File: config.mk
export PLATFORM = sky130hd
export DESIGN_NAME = tensor_ram_reader_flat
export DESIGN_NICKNAME = d
export VERILOG_FILES = /design/src/rtl/tensor_ram_reader_if.sv /design/src/rtl/tensor_ram_reader.sv /design/src/flat_wrapper.sv
export SDC_FILE = /design/constraint.sdc
export NUM_CORES = 1
export LEC_CHECK = 0
export CAP_MARGIN = 20
export CORE_ASPECT_RATIO = 0.6
export CORE_MARGIN = 10
export CORE_UTILIZATION = 50
export DETAILED_ROUTE_END_ITERATION = 10
export HOLD_SLACK_MARGIN = 0.08
export PLACE_DENSITY_LB_ADDON = 0.05
export SLEW_MARGIN = 20
export SYNTH_ARGS = -nofsm -noshare
export SYNTH_HDL_FRONTEND = slang
export SYNTH_SLANG_ARGS = --single-unit
File: constraint.sdc
create_clock -name clk -period 7.8 [get_ports clk]
set_input_delay 1.56 -clock clk [delete_from_list [all_inputs] [get_ports clk]]
set_output_delay 1.56 -clock clk [all_outputs]
set_load 0.02 [all_outputs]
File: src/rtl/tensor_ram_reader_if.sv
// Bus bundle for tensor_ram_reader: the RAM read port and the byte output stream.
// The master side is the reader; the slave side is the RAM plus the downstream consumer.
interface tensor_ram_reader_if #(
    parameter int ADDR_BITS = 7,
    parameter int N_BITS    = 6,
    parameter int CH_BITS   = 7
);
    logic                 ram_read_en;
    logic [ADDR_BITS-1:0] ram_read_addr;
    logic [127:0]         ram_data_in;

    logic                 out_valid;
    logic                 out_ready;
    logic [7:0]           out_data;
    logic [N_BITS-1:0]    out_row;
    logic [N_BITS-1:0]    out_col;
    logic [CH_BITS-1:0]   out_channel;
    logic                 out_last;

    modport master (
        output ram_read_en, ram_read_addr,
        input  ram_data_in,
        output out_valid, out_data, out_row, out_col, out_channel, out_last,
        input  out_ready
    );

    modport slave (
        input  ram_read_en, ram_read_addr,
        output ram_data_in,
        input  out_valid, out_data, out_row, out_col, out_channel, out_last,
        output out_ready
    );
endinterface

File: src/rtl/tensor_ram_reader.sv
// tensor_ram_reader: walks a row-major, channel-last tensor in the banked
// 128-bit tensor RAM and streams it out one byte per valid/ready handshake,
// tagged with row/col/channel coordinates.
// Optional macro TENSOR_RAM_READER_PREFETCH_EN adds a spare word buffer so the
// next word is fetched while the current one streams (gapless at out_ready=1).
module tensor_ram_reader #(
    parameter int DEPTH_128B_WORDS = 128,
    parameter int ADDR_BITS        = $clog2(DEPTH_128B_WORDS),
    parameter int MAX_N            = 64,
    parameter int N_BITS           = $clog2(MAX_N),
    parameter int MAX_NUM_CH       = 64,
    parameter int CH_BITS          = $clog2(MAX_NUM_CH + 1),
    parameter int CNT_BITS         = $clog2(DEPTH_128B_WORDS * 16 + 1)
) (
    input  logic                 clk,
    input  logic                 reset_n,
    input  logic                 start,
    input  logic [ADDR_BITS-1:0] cfg_base_addr,
    input  logic [N_BITS-1:0]    cfg_num_rows,
    input  logic [N_BITS-1:0]    cfg_num_cols,
    input  logic [CH_BITS-1:0]   cfg_num_channels,
    output logic                 busy,
    output logic                 done,
    output logic                 err_oob,
    tensor_ram_reader_if.master  bus
);
    // Full product width so the bounds check never wraps, plus headroom for base*16.
    localparam int TOT_W = 2 * N_BITS + CH_BITS;
    localparam int CHK_W = TOT_W + ADDR_BITS + 5;
    localparam logic [CHK_W-1:0] RAM_BYTES = CHK_W'(DEPTH_128B_WORDS * 16);

    typedef enum logic [2:0] {
        S_IDLE, S_CALC, S_FETCH, S_WAIT, S_STREAM, S_DONE
    } state_t;

    state_t               state_q, state_d;
    logic [N_BITS-1:0]    rows_q, rows_d, cols_q, cols_d;
    logic [CH_BITS-1:0]   chans_q, chans_d;
    logic [N_BITS-1:0]    row_q, row_d, col_q, col_d;
    logic [CH_BITS-1:0]   chan_q, chan_d;
    logic [ADDR_BITS-1:0] waddr_q, waddr_d;
    logic [CNT_BITS-1:0]  remain_q, remain_d;
    logic [3:0]           idx_q, idx_d;
    logic [127:0]         wbuf_q, wbuf_d;
    logic                 err_q, err_d;

    logic [TOT_W-1:0]     total;
    logic [CHK_W-1:0]     end_byte;
    logic                 tot_zero, oob, fire, last_byte, word_end, pf_issue;

`ifdef TENSOR_RAM_READER_PREFETCH_EN
    logic [127:0]         spare_q, spare_d;
    logic                 spare_full_q, spare_full_d;
    logic                 pend_q, pend_d;

    // Prefetch the following word at the start of each word, one read in flight at most.
    assign pf_issue = (state_q == S_STREAM) && (idx_q == 4'd0) && !spare_full_q
                      && !pend_q && (remain_q > CNT_BITS'(16));
`else
    assign pf_issue = 1'b0;
`endif

    // Tensor size, bounds check and handshake decode
    always_comb begin
        total     = TOT_W'(rows_q) * TOT_W'(cols_q) * TOT_W'(chans_q);
        end_byte  = (CHK_W'(waddr_q) << 4) + CHK_W'(total);
        tot_zero  = (total == '0);
        oob       = (end_byte > RAM_BYTES);
        fire      = (state_q == S_STREAM) && bus.out_ready;
        last_byte = (remain_q == CNT_BITS'(1));
        word_end  = (idx_q == 4'd15);
    end

    // State register
    always_ff @(posedge clk or negedge reset_n) begin
        if (!reset_n) state_q <= S_IDLE;
        else          state_q <= state_d;
    end

    // Next-state logic
    always_comb begin
        state_d = state_q;
        case (state_q)
            S_IDLE:   if (start) state_d = S_CALC;
            S_CALC:   state_d = (tot_zero || oob) ? S_DONE : S_FETCH;
            S_FETCH:  state_d = S_WAIT;
            S_WAIT:   state_d = S_STREAM;
            S_STREAM: begin
                if (fire) begin
                    if (last_byte) begin
                        state_d = S_DONE;
                    end else if (word_end) begin
`ifdef TENSOR_RAM_READER_PREFETCH_EN
                        state_d = spare_full_q ? S_STREAM : S_FETCH;
`else
                        state_d = S_FETCH;
`endif
                    end
                end
            end
            S_DONE:   state_d = S_IDLE;
            default:  state_d = S_IDLE;
        endcase
    end

    // Datapath next values: config latch, counters, word buffer(s)
    always_comb begin
        rows_d   = rows_q;
        cols_d   = cols_q;
        chans_d  = chans_q;
        row_d    = row_q;
        col_d    = col_q;
        chan_d   = chan_q;
        waddr_d  = waddr_q;
        remain_d = remain_q;
        idx_d    = idx_q;
        wbuf_d   = wbuf_q;
        err_d    = err_q;
`ifdef TENSOR_RAM_READER_PREFETCH_EN
        spare_d      = spare_q;
        spare_full_d = spare_full_q;
        pend_d       = pend_q;
`endif
        case (state_q)
            S_IDLE: begin
                if (start) begin
                    rows_d  = cfg_num_rows;
                    cols_d  = cfg_num_cols;
                    chans_d = cfg_num_channels;
                    waddr_d = cfg_base_addr;
                end
            end
            S_CALC: begin
                err_d    = !tot_zero && oob;
                remain_d = CNT_BITS'(total);
                row_d    = '0;
                col_d    = '0;
                chan_d   = '0;
`ifdef TENSOR_RAM_READER_PREFETCH_EN
                spare_full_d = 1'b0;
                pend_d       = 1'b0;
`endif
            end
            S_WAIT: begin
                wbuf_d = bus.ram_data_in;
                idx_d  = 4'd0;
            end
            S_STREAM: begin
                if (fire) begin
                    remain_d = remain_q - CNT_BITS'(1);
                    idx_d    = idx_q + 4'd1;
                    if (chan_q == chans_q - CH_BITS'(1)) begin
                        chan_d = '0;
                        if (col_q == cols_q - N_BITS'(1)) begin
                            col_d = '0;
                            row_d = row_q + N_BITS'(1);
                        end else begin
                            col_d = col_q + N_BITS'(1);
                        end
                    end else begin
                        chan_d = chan_q + CH_BITS'(1);
                    end
                    if (word_end && !last_byte) begin
                        waddr_d = waddr_q + ADDR_BITS'(1);
`ifdef TENSOR_RAM_READER_PREFETCH_EN
                        if (spare_full_q) begin
                            wbuf_d       = spare_q;
                            spare_full_d = 1'b0;
                        end
`endif
                    end
                end
            end
            default: ;
        endcase
`ifdef TENSOR_RAM_READER_PREFETCH_EN
        if (pend_q) begin
            spare_d      = bus.ram_data_in;
            spare_full_d = 1'b1;
            pend_d       = 1'b0;
        end
        if (pf_issue) pend_d = 1'b1;
`endif
    end

    // Datapath registers
    always_ff @(posedge clk or negedge reset_n) begin
        if (!reset_n) begin
            rows_q   <= '0;
            cols_q   <= '0;
            chans_q  <= '0;
            row_q    <= '0;
            col_q    <= '0;
            chan_q   <= '0;
            waddr_q  <= '0;
            remain_q <= '0;
            idx_q    <= '0;
            wbuf_q   <= '0;
            err_q    <= 1'b0;
        end else begin
            rows_q   <= rows_d;
            cols_q   <= cols_d;
            chans_q  <= chans_d;
            row_q    <= row_d;
            col_q    <= col_d;
            chan_q   <= chan_d;
            waddr_q  <= waddr_d;
            remain_q <= remain_d;
            idx_q    <= idx_d;
            wbuf_q   <= wbuf_d;
            err_q    <= err_d;
        end
    end

`ifdef TENSOR_RAM_READER_PREFETCH_EN
    // Spare word buffer and outstanding-read flag
    always_ff @(posedge clk or negedge reset_n) begin
        if (!reset_n) begin
            spare_q      <= '0;
            spare_full_q <= 1'b0;
            pend_q       <= 1'b0;
        end else begin
            spare_q      <= spare_d;
            spare_full_q <= spare_full_d;
            pend_q       <= pend_d;
        end
    end
`endif

    // Outputs decoded from state; everything idles at zero
    always_comb begin
        busy              = (state_q != S_IDLE);
        done              = (state_q == S_DONE);
        err_oob           = err_q;
        bus.ram_read_en   = 1'b0;
        bus.ram_read_addr = '0;
        bus.out_valid     = 1'b0;
        bus.out_data      = '0;
        bus.out_row       = '0;
        bus.out_col       = '0;
        bus.out_channel   = '0;
        bus.out_last      = 1'b0;
        if (state_q == S_FETCH) begin
            bus.ram_read_en   = 1'b1;
            bus.ram_read_addr = waddr_q;
        end else if (pf_issue) begin
            bus.ram_read_en   = 1'b1;
            bus.ram_read_addr = waddr_q + ADDR_BITS'(1);
        end
        if (state_q == S_STREAM) begin
            bus.out_valid   = 1'b1;
            bus.out_data    = wbuf_q[{idx_q, 3'b000} +: 8];
            bus.out_row     = row_q;
            bus.out_col     = col_q;
            bus.out_channel = chan_q;
            bus.out_last    = last_byte;
        end
    end
endmodule

File: src/flat_wrapper.sv
// flat-port wrapper written by rule: the top's interface ports become plain ports
module tensor_ram_reader_flat 
#(
    parameter int DEPTH_128B_WORDS = 128,
    parameter int ADDR_BITS        = $clog2(DEPTH_128B_WORDS),
    parameter int MAX_N            = 64,
    parameter int N_BITS           = $clog2(MAX_N),
    parameter int MAX_NUM_CH       = 64,
    parameter int CH_BITS          = $clog2(MAX_NUM_CH + 1),
    parameter int CNT_BITS         = $clog2(DEPTH_128B_WORDS * 16 + 1)
)
  (clk, reset_n, start, cfg_base_addr, cfg_num_rows, cfg_num_cols, cfg_num_channels, busy, done, err_oob, bus_ram_read_en, bus_ram_read_addr, bus_ram_data_in, bus_out_valid, bus_out_data, bus_out_row, bus_out_col, bus_out_channel, bus_out_last, bus_out_ready);
  tensor_ram_reader_if #(.ADDR_BITS(ADDR_BITS), .N_BITS(N_BITS), .CH_BITS(CH_BITS)) bus_i ();
  input  logic clk;
  input  logic reset_n;
  input  logic start;
  input  logic [ADDR_BITS-1:0] cfg_base_addr;
  input  logic [N_BITS-1:0] cfg_num_rows;
  input  logic [N_BITS-1:0] cfg_num_cols;
  input  logic [CH_BITS-1:0] cfg_num_channels;
  output logic busy;
  output logic done;
  output logic err_oob;
  output wire logic [$bits(bus_i.ram_read_en)-1:0] bus_ram_read_en;
  output wire logic [$bits(bus_i.ram_read_addr)-1:0] bus_ram_read_addr;
  input wire logic [$bits(bus_i.ram_data_in)-1:0] bus_ram_data_in;
  output wire logic [$bits(bus_i.out_valid)-1:0] bus_out_valid;
  output wire logic [$bits(bus_i.out_data)-1:0] bus_out_data;
  output wire logic [$bits(bus_i.out_row)-1:0] bus_out_row;
  output wire logic [$bits(bus_i.out_col)-1:0] bus_out_col;
  output wire logic [$bits(bus_i.out_channel)-1:0] bus_out_channel;
  output wire logic [$bits(bus_i.out_last)-1:0] bus_out_last;
  input wire logic [$bits(bus_i.out_ready)-1:0] bus_out_ready;
  assign bus_ram_read_en = bus_i.ram_read_en;
  assign bus_ram_read_addr = bus_i.ram_read_addr;
  assign bus_i.ram_data_in = bus_ram_data_in;
  assign bus_out_valid = bus_i.out_valid;
  assign bus_out_data = bus_i.out_data;
  assign bus_out_row = bus_i.out_row;
  assign bus_out_col = bus_i.out_col;
  assign bus_out_channel = bus_i.out_channel;
  assign bus_out_last = bus_i.out_last;
  assign bus_i.out_ready = bus_out_ready;
  tensor_ram_reader #(.DEPTH_128B_WORDS(DEPTH_128B_WORDS), .ADDR_BITS(ADDR_BITS), .MAX_N(MAX_N), .N_BITS(N_BITS), .MAX_NUM_CH(MAX_NUM_CH), .CH_BITS(CH_BITS), .CNT_BITS(CNT_BITS)) u_core (.clk(clk), .reset_n(reset_n), .start(start), .cfg_base_addr(cfg_base_addr), .cfg_num_rows(cfg_num_rows), .cfg_num_cols(cfg_num_cols), .cfg_num_channels(cfg_num_channels), .busy(busy), .done(done), .err_oob(err_oob), .bus(bus_i));
endmodule
* After elaboration in Yosys (flattened, before gate mapping)
Cells that the tools add are included.
** Storage, ports and cells
- Logic and storage cells :: 92
- Output and inout port bits :: 40
- Register bits :: 193
** Cells by class
- Mux-type cells :: 33
- Shift operators :: 1
- Equal/unequal tests :: 15
- $lt $le $gt $ge :: 1
- $add $sub $neg :: 9
- Reductions and logical operators :: 19
- Multipliers :: 2
** Operators by type and width (number)
- indexed part select 128 x 8 -> 8 bit :: 1
- 2-to-1 mux 7 bit :: 7
- 2-to-1 mux 6 bit :: 8
- greater-than comparator 31 x 12 -> 1 bit (second input constant) :: 1
- case mux 7 bit (2 select lines) :: 2
- case mux 12 bit (2 select lines) :: 1
- case mux 6 bit (2 select lines) :: 2
- adder 11 x 19 -> 20 bit :: 1
- logical NOT 19 bit :: 1
- multiplier 12 x 7 -> 19 bit :: 1
- 2-to-1 mux 3 bit :: 5
- case mux 3 bit (5 select lines) :: 1
- adder 7 x 1 -> 7 bit (second input constant) :: 2
- adder 6 x 1 -> 6 bit (second input constant) :: 2
- equality test 12 x 1 -> 1 bit (second input constant) :: 1
- multiplier 6 x 6 -> 12 bit :: 1
- 2-to-1 mux 12 bit :: 1
- subtractor 12 x 1 -> 12 bit (second input constant) :: 1
- 2-to-1 mux 8 bit :: 1
- != test 2 x 1 -> 1 bit (second input constant) :: 4
- case mux 4 bit (2 select lines) :: 1
- AND reduction 4 bit :: 2
- equality test 7 bit :: 1
- subtractor 7 x 1 -> 7 bit (second input constant) :: 1
- 19 further kinds :: 31

* Depth between registers and ports, before layout
Gate-level depths: netlist (run 1).
- Word-level depth :: 7
- Gate-level depth with buffers :: 34

* Worst setup path before layout (run 1)
OpenSTA, ideal clock, no wires.
- Path type :: register to register
- Start :: reg u_core.cols_q[0]
- End :: reg u_core.state_q[1]
- Stages on the path, launching flop included :: 33
- Setup time :: 121 ps
- Data required time :: 7679 ps
- Path buffers :: 1
- Data arrival time :: 7834 ps
- Path slack :: -155 ps
- Cells stage by stage :: dfrtp_1 clkbuf_1 nand2_1 fa_1 inv_1 ha_1 inv_1 fa_1 inv_1 ha_1 a21o_1 a21oi_1 xnor2_1 nand2_1 fa_1 fa_1 fa_1 inv_1 fa_1 ha_1 o211ai_1 o21ai_0 xor2_1 ha_1 nor2_1 o21ai_0 xor2_1 o22ai_1 and3b_1 maj3_1 a211oi_1 nor3b_2 a22o_1
** On the way
- Longest elaborated chain between the ends :: 7
- Elaborated cells on any way between the ends :: 8
** Ends and longest elaborated chain
- start: declaration :: RTL line tensor_ram_reader.sv:37 : logic [N_BITS-1:0] rows_q, rows_d, cols_q, cols_d;
- start signal: assignment :: RTL line tensor_ram_reader.sv:202 : cols_q <= cols_d;
- multiplier 6 x 6 -> 12 bit (*) :: RTL line tensor_ram_reader.sv:65 : total = TOT_W'(rows_q) * TOT_W'(cols_q) * TOT_W'(chans_q);
- multiplier 12 x 7 -> 19 bit (*) :: RTL line tensor_ram_reader.sv:65
- adder 11 x 19 -> 20 bit :: RTL line tensor_ram_reader.sv:66 : end_byte = (CHK_W'(waddr_q) << 4) + CHK_W'(total);
- greater-than comparator 31 x 12 -> 1 bit :: RTL line tensor_ram_reader.sv:68 : oob = (end_byte > RAM_BYTES);
- logical OR 1 bit (*) :: RTL line tensor_ram_reader.sv:85 : S_CALC: state_d = (tot_zero || oob) ? S_DONE : S_FETCH;
- 2-to-1 mux 3 bit (*) :: RTL line tensor_ram_reader.sv:85
- case mux 3 bit (5 select lines) (*) :: RTL line tensor_ram_reader.sv:83 : case (state_q)
- end signal: assignment :: RTL line tensor_ram_reader.sv:77 : else state_q <= state_d;
- end: declaration :: RTL line tensor_ram_reader.sv:36 : state_t state_q, state_d;
Every way passes the cells marked *; elsewhere a longest branch is shown, timed or not.
A chain may end at the register's enable or synchronous reset.

* Worst setup path after layout (run 1)
- Start :: reg u_core.cols_q[2]
- End :: reg u_core.state_q[1]
The elaborated chain is that of the path after synthesis.

==> out/metrics.yaml, run 1 <==
run_status:
  status: "complete, but fails checks"
  violations: "setup timing"
min_path:
  hold_path_class: "flip-flop to flip-flop"
global_routing:
  overflow: 0
  grt_pass1_vias: 10300
  grt_first_pass_wirelength_mm: 61.4
  antenna_found_initial: 0
  grt_max_degree: 93
  track_usage_pct: 23.3
critical_path:
  cp-start-kind: "flip-flop"
  cp.arrival_ps: 8190
  cp.required_ps: 8150
  path_class: "flip-flop to flip-flop"
  endpoint_kind: "flip-flop"
  crit_path_top_delay_cell: "fa_1"
  worst_path_most_repeated_cell: "fa_1"
  slowest_delay_ps: 560
  cp_max_fo: 5
sta:
  whs_ps: 503
  fmax_ghz: 0.127
  period_share_pct: 101
  worst_pin_slew_ps: 1050
  rsz0062_at_grt: "true"
  clock_skew_ps: 10.7
  slew-limit-headroom_pct: 29.8
  min_period_ps: 7840
  worst_slack_ps: -43.7
  drv_slew: 0
  hold_viol_final: 0
  setup_violations: 1
clock_network:
  clock_path_buffers: 2
  cts_made_buffers: 17
  cts_hold_buf: 0
  cts_sinks: 193
  clockRootBuffer: "clkbuf_16"
  htree_num_levels: 4
  clkLatencyLatePin_ps: 450
  path_clk_slew_ps: 80
  cts_tree: "built"
detailed_routing:
  via_per_inst: 5.58
  dr.pass1.iters: 5
  ant_nets: 0
  totalWireLength_mm: 39.3
  drc: 0
  routedWlPerCell_um: 21.3
  drt_iter0_markers: 1039
  vias: 10300
yosys:
  post_synth.cell_area_avg_um2: 11.0
  netlist.area_leader.share_pct: 36.1
  synth_cell_types: 56
  synth_enable_flop_cells: 0
  synthesis.area_um2: 13400
  async_flop_share_pct: 100
  yosysTopAreaCell: "dfrtp_1"
  ys_seq_area_share_pct: 36.1
  synth_ff_type: "dfrtp_1"
  synthTopCellsByCount: "dfrtp_1 (193), mux2_2 (144), nand2_1 (92), inv_1 (90), and2_1 (83)"
  yosysMostFrequentCell: "dfrtp_1"
  synth_cells: 1221
  netlist_top_cells_area: "dfrtp_1 (36%), mux2_2 (12%), fa_1 (10%)"
  ys.warnings.count: 0
  synth_seq_cells: 193
  syn_nets: 1519
placed_design:
  place_congestion: 0.930
  hpwl_mm: 29.8
  placedInstanceArea_um2: 16200
  io_buffers: 197
finish:
  drive_gt1_share_pct: 27.2
  insertedDiodeCount: 0
  postLayoutCoreUtil_pct: 66.2
  syn_to_final_growth_pct: 30.6
  nNetsFinal: 1771
  final_cell_area_um2: 17500
  final.fill_count: 2014
floorplan:
  dieHeight_um: 147
  fp.coreArea_um2: 26400
  io-pin-count: 198
  rows: 46
  dieArea_um2: 33900
  die_x_um: 231
  initial_core_util_pct: 50.7
flow_run:
  maxCapViolations: 0
## logic make-up after synthesis
kind of cell | after synthesis | share of synthesized area [%]
and+or+nand+nor | 343 | 13.5
buffers and inverters | 149 | 4.18
xor gates and xnor gates | 44 | 2.88
muxes | 185 | 18.9
adders and majority gates | 141 | 16.9
AOI/OAI and AO/OA | 166 | 7.55
DFF | 193 | 36.1
## layout make-up
class | count | area, µm² | area share (%)
tap | 360 | 450 | 2.58
clock buffer | 17 | 425 | 2.43
timing repair buffer | 292 | 2720 | 15.6
multi-input combinational | 879 | 8540 | 48.8
sequential | 193 | 4840 | 27.7
inverter | 90 | 338 | 1.93
clock inverter | 15 | 176 | 1.01
## placed cells by master (no fill, tap or decap), types with 35 or more instances in the layout
master and instances:
and3_1 35, mux4_2 40, dfrtp_1 188, mux2_2 144, ha_1 55, inv_1 84, o21ai_0 50, clkdlybuf4s50_1 196
fa_1 66, and2_1 80, buf_4 86, nand2_1 83
## worst max-delay path, delay by kind of cell (launching register included)
kind,cells,cell delay (ps)
adders and majority gates,11,4190
buffers and inverters,7,660
xor gates and xnor gates,3,490
AOI/OAI and AO/OA,8,1470
DFF,1,440
and+or+nand+nor,5,450
## repair_timing
action	4_1_cts	5_1_grt
pin swaps	66	56
resized for setup	58	48
setup buffers	9	9
endpoints found under the setup margin	4	4
hold endpoints to repair	0	0
## per-stage QoR
stage	worst slack (ps)	std cells	TNS, ps
6_report	-43.7	1846	-43.7
5_1_grt	-331	1846	-1200
4_1_cts	2.79	1838	0
3_5_place_dp	-335	1797	-1100
3_3_place_gp	-196	1797	-577
2_1_floorplan	7.09	1221	0
## routing by layer
layer / global-route usage [%] / vias up / part of all wire, %
met5: 0 / - / 0
met4: 3.96 / 0 / 0.72
met3: 5.12 / 20 / 7.4
met2: 32.2 / 333 / 42
met1: 36.4 / 5165 / 50
li1: - / 4776 / -
## state kept, by name (all words and copies together) (netlist names)
signal,cells
u_core.wbuf_q,128
u_core.rows_q,6
u_core.idx_q,4
u_core.row_q,6
u_core.waddr_q,7
u_core.chan_q,7
u_core.remain_q,12
u_core.err_oob,1
u_core.chans_q,7
u_core.cols_q,6
u_core.state_q,3
u_core.col_q,6
## final timing paths
path,slack [ps],startpoint,end,cells past startpoint
max,-40,u_core.cols_q[2]$_DFFE_PN0P_,u_core.state_q[1]$_DFFE_PN0P_,34
min,500,u_core.wbuf_q[16]$_DFFE_PN0P_,u_core.wbuf_q[16]$_DFFE_PN0P_,1
max reg2reg,-40,u_core.cols_q[2]$_DFFE_PN0P_,u_core.state_q[1]$_DFFE_PN0P_,34
min reg2reg,500,u_core.wbuf_q[16]$_DFFE_PN0P_,u_core.wbuf_q[16]$_DFFE_PN0P_,1
max in group asynchronous,5390,reset_n,u_core.wbuf_q[93]$_DFFE_PN0P_,2
min in group asynchronous,1160,reset_n,u_core.wbuf_q[5]$_DFFE_PN0P_,1
Power of run 1 is not shown: default switching activity piles up to over one toggle a cycle in this logic, so the estimate is an artifact.
==> inputs of run 2 (changes only) <==
--- a/config.mk
+++ b/config.mk
@@ -8,7 +8,7 @@
 export CAP_MARGIN = 20
 export CORE_ASPECT_RATIO = 0.6
 export CORE_MARGIN = 10
-export CORE_UTILIZATION = 50
+export CORE_UTILIZATION = 56
 export DETAILED_ROUTE_END_ITERATION = 10
 export HOLD_SLACK_MARGIN = 0.08
 export PLACE_DENSITY_LB_ADDON = 0.05
==> constraint.sdc (replaced) <==
create_clock -name clk -period 8.05 [get_ports clk]
set_input_delay 1.61 -clock clk [delete_from_list [all_inputs] [get_ports clk]]
set_output_delay 1.61 -clock clk [all_outputs]
set_load 0.02 [all_outputs]
==> out/metrics.yaml, run 2 (synthesis gave the netlist of run 1 again) <==
floorplan:
  die_x_um: 220  # was 231 µm
  dieHeight_um: 140  # was 147 µm
  io-pin-count: 198  # unchanged
  dieArea_um2: 30700  # was 33,900 µm²
  rows: 43  # was 46
  fp.coreArea_um2: 23300  # was 26,400 µm²
  initial_core_util_pct: 57.5  # was 50.7%
detailed_routing:
  ant_nets: 0  # unchanged
  drt_iter0_markers: 1038  # was 1,039
  via_per_inst: 5.84  # was 5.58
  routedWlPerCell_um: 21.9  # was 21.3 µm
  totalWireLength_mm: 38.9  # was 39.3 mm
  drc: 0  # unchanged
  dr.pass1.iters: 5  # unchanged
  vias: 10400  # was 10,300
global_routing:
  grt_max_degree: 89  # was 93
  overflow: 0  # unchanged
  track_usage_pct: 25.5  # was 23.3%
  antenna_found_initial: 7  # was 0
  grt_first_pass_wirelength_mm: 61.2  # was 61.4 mm
  grt_pass1_vias: 10600  # was 10,300
critical_path:
  endpoint_kind: "flip-flop"  # unchanged
  cp-start-kind: "flip-flop"  # unchanged
  crit_path_top_delay_cell: "fa_1"  # unchanged
  cp.required_ps: 8430  # was 8150 ps
  cp.arrival_ps: 8320  # was 8190 ps
  path_class: "flip-flop to flip-flop"  # unchanged
  cp_max_fo: 4  # was 5
  slowest_delay_ps: 540  # was 560 ps
  worst_path_most_repeated_cell: "fa_1"  # unchanged
sta:
  period_share_pct: 98.6  # was 101%
  drv_slew: 0  # unchanged
  fmax_ghz: 0.126  # was 0.127 GHz
  slew-limit-headroom_pct: 26.4  # was 29.8%
  clock_skew_ps: 8.62  # was 10.7 ps
  whs_ps: 504  # was 503 ps
  min_period_ps: 7940  # was 7840 ps
  setup_violations: 0  # was 1
  rsz0062_at_grt: "true"  # unchanged
  hold_viol_final: 0  # unchanged
  worst_pin_slew_ps: 1100  # was 1050 ps
clock_network:
  clkLatencyLatePin_ps: 450  # about the same
  path_clk_slew_ps: 70  # was 80 ps
  clockRootBuffer: "clkbuf_16"  # unchanged
  cts_tree: "built"  # unchanged
  htree_num_levels: 4  # unchanged
  cts_hold_buf: 0  # unchanged
  cts_sinks: 193  # unchanged
  cts_made_buffers: 17  # unchanged
  clock_path_buffers: 2  # unchanged
finish:
  drive_gt1_share_pct: 25.2  # was 27.2%
  reg.largest.list: "u_core.wbuf_q (128), u_core.remain_q (12)"  # unchanged
  syn_to_final_growth_pct: 27.8  # was 30.6%
  layout_commonest_cell: "clkdlybuf4s50_1"  # unchanged
  layout_common_cells: "clkdlybuf4s50_1 (196), dfrtp_1 (189), mux2_2 (144)"  # was clkdlybuf4s50_1 (196), dfrtp_1 (188), mux2_2 (144)
  largest_reg_flops: 128  # unchanged
  regMostFlops: "u_core.wbuf_q"  # unchanged
  nNetsFinal: 1742  # was 1,771
min_path:
  hold_path_class: "flip-flop to flip-flop"  # unchanged
placed_design:
  place_congestion: 0.916  # was 0.930
  io_buffers: 197  # unchanged
  hpwl_mm: 29.0  # was 29.8 mm
flow_run:
  maxCapViolations: 0  # unchanged
run_status:
  status: "finished clean"  # was complete, but fails checks
[run 2: cell count changes in the layout (fill, tap and decap cells not counted), moves of 3 or more]
cell	previous run	this run
diode_2	0	5
buf_4	86	61
nand2_1	83	87
nand2_2	8	5
ha_4	16	12
buf_6	9	5
inv_8	5	1
[run 2: metal layers]
metal	global-route usage (%)	vias up	routed length, µm
li1	-	4708	-
met1	38.2	5239	18500
met2	34.1	398	16200
met4	4.24	0	346
met3	10.1	31	3810
met5	0	-	0
[run 2: per-stage QoR]
stage               setup TNS, ps  instances  cell area [µm²]  worst slack (ps)  utilization, %
floorplan                       0       1221            13400              94.9               -
global placement             -167       1717            15900             -59.8            68.1
detailed placement           -955       1717            15900              -301            68.1
CTS                             0       1758            16700              5.23            71.8
global route                 -667       1774            17100              -199            73.4
finish                          0       1777            17100               114            73.5
[run 2: path summary, 6_finish.rpt]
check,from,endpoint,slack [ps],cells after the start
worst max-delay path,u_core.rows_q[2]$_DFFE_PN0P_,u_core.state_q[1]$_DFFE_PN0P_,110,32
worst min-delay path,u_core.wbuf_q[82]$_DFFE_PN0P_,u_core.wbuf_q[82]$_DFFE_PN0P_,500,1
worst max register to register,u_core.rows_q[2]$_DFFE_PN0P_,u_core.state_q[1]$_DFFE_PN0P_,110,32
worst min register to register,u_core.wbuf_q[82]$_DFFE_PN0P_,u_core.wbuf_q[82]$_DFFE_PN0P_,500,1
max in group asynchronous,reset_n,u_core.idx_q[0]$_DFFE_PN0P_,5480,2
min in group asynchronous,reset_n,u_core.wbuf_q[21]$_DFFE_PN0P_,1210,1
[run 2: area by class of cell]
cell class | count | area, µm²
multi-input combinational | 879 | 8490
fill | 1644 | 6180
sequential | 193 | 4830
timing repair buffer | 263 | 2490
clock buffer | 19 | 433
tap | 315 | 394
inverter | 90 | 338
clock inverter | 13 | 118
antenna | 5 | 12.5
[run 2: critical path, delay by kind of cell, from the launching register on]
family / cells / cell delay, ps
adder cells (fa/ha/maj): 9 / 3960
AND/OR/NAND/NOR: 10 / 1560
XOR/XNOR: 1 / 250
flip-flops: 1 / 430
AO/OA/AOI/OAI: 6 / 1040
buffers and inverters: 6 / 630
[run 2: what timing repair did]
item / CTS / global route
endpoints found under the setup margin: 4 / 4
pin swaps: 20 / 68
resized for setup: 41 / 61
setup buffers: 9 / 14
Power of run 2 is left out for the same reason.
==> inputs of run 3 (changes only) <==
--- a/config.mk
+++ b/config.mk
@@ -7,7 +7,6 @@
 export LEC_CHECK = 0
 export CAP_MARGIN = 20
 export CORE_ASPECT_RATIO = 0.6
-export CORE_MARGIN = 10
 export CORE_UTILIZATION = 56
 export DETAILED_ROUTE_END_ITERATION = 10
 export HOLD_SLACK_MARGIN = 0.08
==> constraint.sdc (replaced) <==
create_clock -name clk -period 8.4 [get_ports clk]
set_input_delay 1.68 -clock clk [delete_from_list [all_inputs] [get_ports clk]]
set_output_delay 1.68 -clock clk [all_outputs]
set_load 0.02 [all_outputs]
==> out/metrics.yaml, run 3 (synthesis gave the netlist of run 1 again) <==
global_routing:
  grt_use_met1_pct: 47.9  # was 38.2%
  top_usage_layer: "met1"  # unchanged
  antenna_found_initial: 1  # was 7
  grt_pass1_vias: 10200  # was 10,600
  track_usage_pct: 30.7  # was 25.5%
  grt_first_pass_wirelength_mm: 57.0  # was 61.2 mm
  overflow: 0  # unchanged
  grt_use_met2_pct: 41.6  # was 34.1%
  grt_max_degree: 123  # was 89
  use_met3_pct: 9.60  # was 10.1%
finish:
  largest_reg_flops: 128  # unchanged
  layout_commonest_cell: "clkdlybuf4s50_1"  # unchanged
  nNetsFinal: 1708  # was 1,742
  insertedDiodeCount: 0  # was 5
  drive_gt1_share_pct: 21.3  # was 25.2%
  layout_common_cells: "clkdlybuf4s50_1 (196), dfrtp_1 (183), mux2_2 (144)"  # was clkdlybuf4s50_1 (196), dfrtp_1 (189), mux2_2 (144)
  final_cell_area_um2: 16700  # was 17,100 µm²
  final.fill_count: 1693  # was 1,644
  reg.largest.list: "u_core.wbuf_q (128), u_core.remain_q (12)"  # unchanged
  syn_to_final_growth_pct: 24.7  # was 27.8%
  regMostFlops: "u_core.wbuf_q"  # unchanged
sta:
  min_period_ps: 8140  # was 7940 ps
  setup_violations: 0  # unchanged
  fmax_ghz: 0.123  # was 0.126 GHz
  slew-limit-headroom_pct: 27.9  # was 26.4%
  worst_slack_ps: 257  # was 114 ps
  period_share_pct: 96.9  # was 98.6%
  hold_viol_final: 0  # unchanged
  drv_slew: 0  # unchanged
  clock_skew_ps: 11.9  # was 8.62 ps
  worst_pin_slew_ps: 1080  # was 1100 ps
  whs_ps: 505  # was 504 ps
run_status:
  status: "finished clean"  # unchanged
clock_network:
  clkLatencyLatePin_ps: 450  # about the same
  clockRootBuffer: "clkbuf_16"  # unchanged
  clock_path_buffers: 2  # unchanged
  htree_num_levels: 4  # unchanged
  cts_tree: "built"  # unchanged
  cts_hold_buf: 0  # unchanged
  cts_sinks: 193  # unchanged
  path_clk_slew_ps: 80  # was 70 ps
  cts_made_buffers: 17  # unchanged
floorplan:
  rows: 43  # unchanged
  dieArea_um2: 24600  # was 30,700 µm²
  die_x_um: 202  # was 220 µm
  io-pin-count: 198  # unchanged
  dieHeight_um: 122  # was 140 µm
  initial_core_util_pct: 57.5  # unchanged
  fp.coreArea_um2: 23300  # unchanged
placed_design:
  place_congestion: 0.971  # was 0.916
  io_buffers: 197  # unchanged
  hpwl_mm: 27.2  # was 29.0 mm
  post-place-ws_ps: -46.6  # was -301 ps
  placedInstanceArea_um2: 15700  # was 15,900 µm²
critical_path:
  slowest_delay_ps: 620  # was 540 ps
  crit_path_top_delay_cell: "fa_1"  # unchanged
  path_class: "flip-flop to flip-flop"  # unchanged
  cp-start-kind: "flip-flop"  # unchanged
  worst_path_most_repeated_cell: "fa_1"  # unchanged
  endpoint_kind: "flip-flop"  # unchanged
  cp.required_ps: 8730  # was 8430 ps
  cp.arrival_ps: 8470  # was 8320 ps
  cp_max_fo: 6  # was 4
detailed_routing:
  routedWlPerCell_um: 20.9  # was 21.9 µm
  ant_nets: 0  # unchanged
  drc: 0  # unchanged
  drt_iter0_markers: 773  # was 1,038
  dr.pass1.iters: 5  # unchanged
  vias: 10200  # was 10,400
  totalWireLength_mm: 36.2  # was 38.9 mm
  via_per_inst: 5.87  # was 5.84
min_path:
  hold_path_class: "flip-flop to flip-flop"  # unchanged
flow_run:
  maxCapViolations: 0  # unchanged
-- run 3: cell types whose count changed in the layout (fill, tap and decap cells not counted), moves of 5 or more --
| cell | previous run | this run |
|---|---|---|
| ha_4 | 12 | 6 |
| a21oi_2 | 11 | 6 |
| buf_4 | 61 | 31 |
| buf_6 | 5 | 0 |
| ha_1 | 57 | 63 |
| dfrtp_1 | 189 | 183 |
| inv_1 | 84 | 90 |
| dfrtp_2 | 4 | 10 |
| nand2_1 | 87 | 92 |
| diode_2 | 5 | 0 |
| inv_2 | 6 | 0 |
| nand2_2 | 5 | 0 |
-- run 3: final timing paths --
path | startpoint | endpoint | slack [ps] | cells past startpoint
max | u_core.cols_q[2]$_DFFE_PN0P_ | u_core.state_q[1]$_DFFE_PN0P_ | 260 | 29
min | u_core.wbuf_q[18]$_DFFE_PN0P_ | u_core.wbuf_q[18]$_DFFE_PN0P_ | 500 | 1
max reg2reg | u_core.cols_q[2]$_DFFE_PN0P_ | u_core.state_q[1]$_DFFE_PN0P_ | 260 | 29
min reg2reg | u_core.wbuf_q[18]$_DFFE_PN0P_ | u_core.wbuf_q[18]$_DFFE_PN0P_ | 500 | 1
max in group asynchronous | reset_n | u_core.idx_q[0]$_DFFE_PN0P_ | 5460 | 3
min in group asynchronous | reset_n | u_core.wbuf_q[12]$_DFFE_PN0P_ | 1150 | 1
-- run 3: metal layers --
metal	share of wire, %	wire length (µm)
met2	41	14700
met5	0	0
met3	9.8	3550
met4	1.0	376
met1	49	17600
-- run 3: repair_timing --
action                     CTS  global route
setup endpoints to repair    4             4
pin swaps                    0            19
setup buffers                0             9
gates resized for setup      9            49
gates cloned                 0             0
-- run 3: final cells by class --
type	count	area [µm²]	share of cell area [%]
flip-flops and latches	193	4840	29.0
clock inverters	15	179	1.07
repair buffers	229	2240	13.4
well taps	315	394	2.36
multi-input cells	879	8280	49.6
clock buffers	17	425	2.55
inverters	90	338	2.02
-- run 3: critical path, delay by kind of cell (launching register included) --
family                     cells  cell delay (ps)
AOI/OAI and AO/OA              7             1310
xor gates and xnor gates       3              550
adders and majority gates     12             4870
buffers and inverters          3              360
DFF                            1              390
and+or+nand+nor                4              510
-- run 3: per-stage QoR --
stage	instances	TNS [ps]	utilization, %
after floorplan	1221	0	-
after global placement	1696	0	67.4
after detailed placement	1696	-85.9	67.4
after CTS	1728	0	70.1
after global routing	1738	-200	71.7
final	1738	0	71.7
Power of run 3 is left out for the same reason.
